`src/rtl/uart_deserialized.sv`:
```
// 8N1 UART receiver that assembles DATA_WIDTH_BYTES bytes into one word, first byte in the LSBs.
// Includes a 2-flop input synchronizer, mid-bit sampling, and an inter-byte timeout that drops partial words.
module uart_deserialized #(
   parameter int DATA_WIDTH_BYTES = 6,
   parameter int CLKS_PER_BIT     = 434,
   parameter int TIMEOUT_CLKS     = 43400
) (
   input  logic                          clk,
   input  logic                          reset,
   input  logic                          rx_in,
   output logic [DATA_WIDTH_BYTES*8-1:0] data_out,
   output logic                          data_valid,
   output logic                          frame_error,
   output logic                          timeout,
   output logic                          busy
);
   localparam int W  = DATA_WIDTH_BYTES * 8;
   localparam int CW = (CLKS_PER_BIT > 1) ? $clog2(CLKS_PER_BIT) : 1;
   localparam int TW = $clog2(TIMEOUT_CLKS + 1);
   localparam int NW = $clog2(DATA_WIDTH_BYTES + 1);
   localparam logic [CW-1:0] MID_CNT  = CW'((CLKS_PER_BIT - 1) / 2);
   localparam logic [CW-1:0] LAST_CNT = CW'(CLKS_PER_BIT - 1);
   localparam logic [TW-1:0] TO_LAST  = TW'(TIMEOUT_CLKS - 1);
   localparam logic [NW-1:0] LAST_BYTE = NW'(DATA_WIDTH_BYTES - 1);

   typedef enum logic [2:0] {
      S_IDLE,
      S_START,
      S_DATA,
      S_STOP,
      S_RECOVER
   } state_t;

   state_t          state_q, state_d;
   logic            rx_meta_q, rx_s_q;
   logic [CW-1:0]   cnt_q, cnt_d;
   logic [2:0]      bit_q, bit_d;
   logic [7:0]      byte_q, byte_d;
   logic [W-1:0]    shift_q, shift_d;
   logic [NW-1:0]   count_q, count_d;
   logic [TW-1:0]   to_cnt_q, to_cnt_d;
   logic [W-1:0]    dout_q, dout_d;
   logic            valid_q, valid_d;
   logic            ferr_q, ferr_d;
   logic            tout_q, tout_d;
   logic            accept;
   logic [W-1:0]    word_asm;

   always_ff @(posedge clk or negedge reset) begin
      if (!reset) begin
         rx_meta_q <= 1'b1;
         rx_s_q    <= 1'b1;
         state_q   <= S_IDLE;
         cnt_q     <= '0;
         bit_q     <= '0;
         byte_q    <= '0;
         shift_q   <= '0;
         count_q   <= '0;
         to_cnt_q  <= '0;
         dout_q    <= '0;
         valid_q   <= 1'b0;
         ferr_q    <= 1'b0;
         tout_q    <= 1'b0;
      end else begin
         rx_meta_q <= rx_in;
         rx_s_q    <= rx_meta_q;
         state_q   <= state_d;
         cnt_q     <= cnt_d;
         bit_q     <= bit_d;
         byte_q    <= byte_d;
         shift_q   <= shift_d;
         count_q   <= count_d;
         to_cnt_q  <= to_cnt_d;
         dout_q    <= dout_d;
         valid_q   <= valid_d;
         ferr_q    <= ferr_d;
         tout_q    <= tout_d;
      end
   end

   // Each byte is written straight into its final lane, equivalent to shifting in LSB-first.
   always_comb begin
      word_asm = shift_q;
      for (int k = 0; k < DATA_WIDTH_BYTES; k++) begin
         if (count_q == NW'(k)) begin
            word_asm[8*k +: 8] = byte_q;
         end
      end
   end

   always_comb begin
      state_d  = state_q;
      cnt_d    = cnt_q;
      bit_d    = bit_q;
      byte_d   = byte_q;
      shift_d  = shift_q;
      count_d  = count_q;
      to_cnt_d = to_cnt_q;
      dout_d   = dout_q;
      valid_d  = 1'b0;
      ferr_d   = 1'b0;
      tout_d   = 1'b0;
      accept   = 1'b0;

      case (state_q)
         S_IDLE: begin
            if (!rx_s_q) begin
               state_d = S_START;
               cnt_d   = '0;
            end
         end
         S_START: begin
            if (cnt_q == MID_CNT) begin
               cnt_d = '0;
               bit_d = '0;
               state_d = rx_s_q ? S_IDLE : S_DATA;
            end else begin
               cnt_d = cnt_q + 1'b1;
            end
         end
         S_DATA: begin
            if (cnt_q == LAST_CNT) begin
               cnt_d  = '0;
               byte_d = {rx_s_q, byte_q[7:1]};
               bit_d  = bit_q + 3'd1;
               if (bit_q == 3'd7) state_d = S_STOP;
            end else begin
               cnt_d = cnt_q + 1'b1;
            end
         end
         S_STOP: begin
            if (cnt_q == LAST_CNT) begin
               cnt_d = '0;
               if (rx_s_q) begin
                  accept  = 1'b1;
                  state_d = S_IDLE;
               end else begin
                  ferr_d  = 1'b1;
                  count_d = '0;
                  shift_d = '0;
                  state_d = S_RECOVER;
               end
            end else begin
               cnt_d = cnt_q + 1'b1;
            end
         end
         S_RECOVER: begin
            if (rx_s_q) state_d = S_IDLE;
         end
         default: state_d = S_IDLE;
      endcase

      if (accept) begin
         shift_d = word_asm;
         if (count_q == LAST_BYTE) begin
            dout_d  = word_asm;
            valid_d = 1'b1;
            count_d = '0;
         end else begin
            count_d = count_q + 1'b1;
         end
      end

      // Timeout overrides a same-cycle start edge: the new byte then opens a fresh word.
      if (state_q == S_IDLE && count_q != '0) begin
         if (to_cnt_q == TO_LAST) begin
            tout_d   = 1'b1;
            count_d  = '0;
            shift_d  = '0;
            to_cnt_d = '0;
         end else begin
            to_cnt_d = to_cnt_q + 1'b1;
         end
      end else begin
         to_cnt_d = '0;
      end
   end

   assign data_out    = dout_q;
   assign data_valid  = valid_q;
   assign frame_error = ferr_q;
   assign timeout     = tout_q;
   assign busy        = (state_q != S_IDLE) || (count_q != '0);

endmodule
```
`config.mk`:
```
export PLATFORM = sky130hd
export DESIGN_NAME = uart_deserialized
export DESIGN_NICKNAME = d
export VERILOG_FILES = /design/src/rtl/uart_deserialized.sv
export SDC_FILE = /design/constraint.sdc
export NUM_CORES = 1
export LEC_CHECK = 0
export ABC_AREA = 1
export CORE_MARGIN = 1
export CORE_UTILIZATION = 44
export CTS_BUF_LIST = sky130_fd_sc_hd__clkbuf_4
export CTS_CLUSTER_DIAMETER = 200
export DETAILED_ROUTE_END_ITERATION = 10
export DONT_BUFFER_PORTS = 1
export GPL_TIMING_DRIVEN = 1
export PLACE_DENSITY = 0.66
export SLEW_MARGIN = 25
export SYNTH_ARGS = -nofsm -noshare
export SYNTH_HDL_FRONTEND = slang
export SYNTH_SLANG_ARGS = --single-unit
```
`constraint.sdc`:
```
create_clock -name clk -period 2.36 [get_ports clk]
set_clock_uncertainty 0.1 [all_clocks]
set_input_delay 0.354 -clock clk [delete_from_list [all_inputs] [get_ports clk]]
set_output_delay 0.354 -clock clk [all_outputs]
set_load 0.005 [all_outputs]
```
==> out/results.txt <==
The capture point of the worst reg-to-reg path is data_out[3]$_DFFE_PN0P_. The via count of the first global-routing pass is 4531, and the average wire length per cell after detail routing is 13.3 microns. After layout, the worst path uses 79.8% of the clock period. The number of buffers added by the clock tree synthesis step came out at 17. STA classifies the critical path endpoint as an output port. Peak ir drop on the vdd network: 0.338 mV. The run gives 0.00323 uW as the static leakage. The die covers 0.0146 sq mm. Sequential cells were found to cover 54.3% of the synthesized design area. For the initial antenna violation count, the log shows 0. The tools report the setup violation total in the final timing report as 0. The detailed router finished its first iteration with 314 violations.

Clock tree synthesis selected as its root buffer the cell sky130_fd_sc_hd__clkbuf_4. The count of buffering cells on the critical path with inverters included came out at 1. Setup repair after global routing left no endpoint under its margin.

The tree built by TritonCTS fans out to 135 sinks. The arrival time at the worst endpoint was 1.43 ns. Based on the critical path, the design can be clocked at up to 531 MHz.

The logs give 0 for the DRC violations left and 0.485 ns for the worst slack at placement. The fill cell instance count of the final layout was 1335; the global-route wire length before repair was 21900 microns. Clock slew seen by the registers of the worst setup and hold paths: 0.12 ns. The share of Yosys cell area claimed by the top area cell type is 53.5%. The start of the worst register-to-register path is cnt_q[1]$_DFFE_PN0P_. The kind of cell adding the most delay to the critical path is flip-flops. The biggest area contributor in the post-synthesis netlist is sky130_fd_sc_hd__dfrtp_1.

The critical path is of the flip-flop to output port type. The checks that failed: hold timing. The final count of hold timing violations was 135.

The run gives -0.612 ns as the final hold slack. Across the whole layout, storage elements account for 0.00338 sq mm. The highest net fanout along the worst path was 5; the worst-case reg-to-reg path depth was 11.

The number of setup buffers added after CTS is 0. The core outline area came out at 0.0138 sq mm. The worst pin sits at a relative slew slack of 60.8%. The kind of start point of the critical path was a flip-flop. The maximum number of pins on one net before global-route repair is 136, and the number of antenna-violating nets in the routed design is 0. The tools report the post-route cell area as 0.00670 sq mm. The routed design has 13000 microns of wire. The first detailed-routing pass ran for 5 iterations.

TritonCTS built the clock tree. The run gives 0 ns as the setup TNS. The number of placement rows is 43. Traced cell by cell, the critical path runs through nor2_1 > nand2_1 > inv_1 > nand3_1. Synthesis inferred 135 register bits. The run gives 789 as the post-synthesis instance total.

Yosys printed 0 warnings. After synthesis the cells add up to 0.00622 sq mm. Clock latency on the worst-skew pair, taken at its later pin, is 0.54 ns. For the pin with the worst max-slew slack, the measured transition is 0.586 ns.

The number of nets at the end of the flow came out at 797. Number of distinct library cells after synthesis: 21. The initial utilization of the core area, before any placement, comes to 45.0%.

The path class of the lowest-slack min-delay path was input pin to asynchronous set/reset pin. The logs give 8220 microns for the detailed-placement wirelength estimate and 0 for the final max-slew violation count. The hold buffer count at CTS came out at 1. Once layout is complete, the utilization of the core stands at 48.5%.

For this design the ratio of total power to cell area is 605 mW/mm^2. The die is 121 microns tall. By area the synthesized netlist is led by sky130_fd_sc_hd__dfrtp_1, sky130_fd_sc_hd__nand2_1, sky130_fd_sc_hd__a21oi_1. The critical path required time was 1.91 ns; the area of the multi-input gates was 0.00243 sq mm. The post-route netlist has 6.88% of its cells at a drive strength greater than 1. Pin placement for this block handled 55 I/O pins. The growth of design area from synthesis to finish is 7.74%, and the antenna diode count is 0. At the end of routability-driven placement, the weighted congestion stood at 0.828. The final setup slack of the worst path came out at 0.478 ns.

In this run the horizontal extent of the chip is 121 microns. The clock passes through at most 2 buffers. The total placed instance area was 0.00637 sq mm. For this design, the slowest cell found on the critical path is sky130_fd_sc_hd__dfrtp_1. The total via count in the routed design was 4815; the delay contributed by the slowest stage of the critical path was 0.45 ns.

The H-tree level count is 4, and the final critical path time including I/O delays and setup is 1.88 ns. Global routing used 19.3% of the available tracks across all layers. Following the worst setup path forward leads to its endpoint at busy. The total grt overflow is 0. For the net count after synthesis, the log shows 799. The flow ran to the end, but the final reports show violations. Setup slack on the worst reg-to-reg path comes out at 0.50 ns.

After synthesis, the mean cell area works out to 7.89 sq um. The mean number of vias per cell is 4.91, and the max-capacitance violation count is 0. The number of buffers added on ports is 0, and the number of stages on the worst setup path is 4.

Tracing the worst setup path back leads to its startpoint at count_q[0]$_DFF_PN0_.
==> worst register-to-register path, stage by stage, from the launching register on <==
cell,delay [ns]
sky130_fd_sc_hd__dfrtp_1,0.41
sky130_fd_sc_hd__inv_1,0.10
sky130_fd_sc_hd__ha_1,0.14
sky130_fd_sc_hd__nand2_1,0.06
sky130_fd_sc_hd__nor2_2,0.20
sky130_fd_sc_hd__nand3_4,0.11
sky130_fd_sc_hd__nor2_4,0.12
sky130_fd_sc_hd__nand2_2,0.08
sky130_fd_sc_hd__inv_2,0.06
sky130_fd_sc_hd__buf_4,0.27
sky130_fd_sc_hd__nand2_1,0.11
sky130_fd_sc_hd__nand2_1,0.07
==> cell type report <==
cell class,count,area share [%]
clock inverter,14,2.87
sequential,135,50.4
clock buffer,18,2.02
tap,180,3.36
inverter,63,3.53
multi-input combinational,558,36.2
timing repair buffer,12,1.57
==> report_power, final <==
part / internal [uW] / switching [uW]
Clock: 862 / 875
Combinational: 1.58 / 1.86
Sequential: 2320 / 2.88
==> kinds of logic after synthesis <==
family	count (synthesis)	synth area share, %
compound gates	121	9.75
xor+xnor	6	0.845
fa+ha+maj	7	1.41
buf+inv	96	6.68
flops	135	54.3
simple gates	424	27.0
==> metrics by stage <==
stage / power, uW / std cells
6_report: 4060 / 980
4_1_cts: 4110 / 980
3_5_place_dp: 2370 / 947
2_1_floorplan: 2360 / 789
3_3_place_gp: 2370 / 947
5_1_grt: 4200 / 980
==> synth_stat cells <==
cell type,n
sky130_fd_sc_hd__a21oi_1,60
sky130_fd_sc_hd__a31oi_1,1
sky130_fd_sc_hd__buf_2,14
sky130_fd_sc_hd__buf_6,5
sky130_fd_sc_hd__clkbuf_1,14
sky130_fd_sc_hd__dfrtp_1,133
sky130_fd_sc_hd__dfstp_2,2
sky130_fd_sc_hd__ha_1,7
sky130_fd_sc_hd__inv_1,57
sky130_fd_sc_hd__inv_2,6
sky130_fd_sc_hd__nand2_1,328
sky130_fd_sc_hd__nand3_1,15
sky130_fd_sc_hd__nand3_4,1
sky130_fd_sc_hd__nand4_1,7
sky130_fd_sc_hd__nor2_1,59
sky130_fd_sc_hd__nor2_2,1
sky130_fd_sc_hd__nor2_4,3
sky130_fd_sc_hd__nor3_1,10
sky130_fd_sc_hd__o21ai_0,52
sky130_fd_sc_hd__o21ai_1,8
sky130_fd_sc_hd__xor2_1,6
==> state kept, by name, indices dropped and copies added (netlist names), 3 cells and up <==
register  count
data_out     48
byte_q        8
shift_q      40
bit_q         3
to_cnt_q     16
count_q       3
cnt_q         9
state_q       3
==> placed cells by master, fill, tap and decap left out, drive strengths merged <==
| cell type | netlist | final |
|---|---|---|
| inv | 63 | 68 |
| o21ai | 60 | 60 |
| nand3 | 16 | 16 |
| clkbuf | 14 | 18 |
| clkinv | 0 | 4 |
| dfrtp | 133 | 133 |
| nor2 | 63 | 63 |
| nand2 | 328 | 328 |
| xor2 | 6 | 6 |
| nand4 | 7 | 7 |
| a31oi | 1 | 1 |
| buf | 19 | 11 |
| clkinvlp | 0 | 1 |
| a21oi | 60 | 60 |
| ha | 7 | 7 |
| nor3 | 10 | 10 |
| dfstp | 2 | 2 |
| dlygate4sd3 | 0 | 1 |
| bufinv | 0 | 4 |
==> per-layer routing <==
metal | global-route usage [%] | up-vias | share of wire (%)
li1 | - | 2470 | -
met1 | 26.4 | 2245 | 49
met2 | 29.5 | 84 | 45
met3 | 4.79 | 16 | 4.5
met4 | 7.18 | 0 | 1.4
met5 | 0 | - | 0
==> worst min-delay path by stage <==
stage               cells past startpoint                        to  slack, ns
CTS                                     0     shift_q[12]$_DFF_PN0_      -0.66
finish                                  0  data_out[10]$_DFFE_PN0P_      -0.61
global route                            0  data_out[15]$_DFFE_PN0P_      -0.66
detailed placement                      0  data_out[10]$_DFFE_PN0P_      -0.04
floorplan                               0      bit_q[0]$_DFFE_PN0P_      -0.04
global placement                        0  data_out[10]$_DFFE_PN0P_      -0.04
==> what timing repair did <==
action                     CTS  global route
gates resized for setup      0             0
setup endpoints to repair    0             0
hold endpoints to repair   136           135
Power figures use the tool's default switching activity.
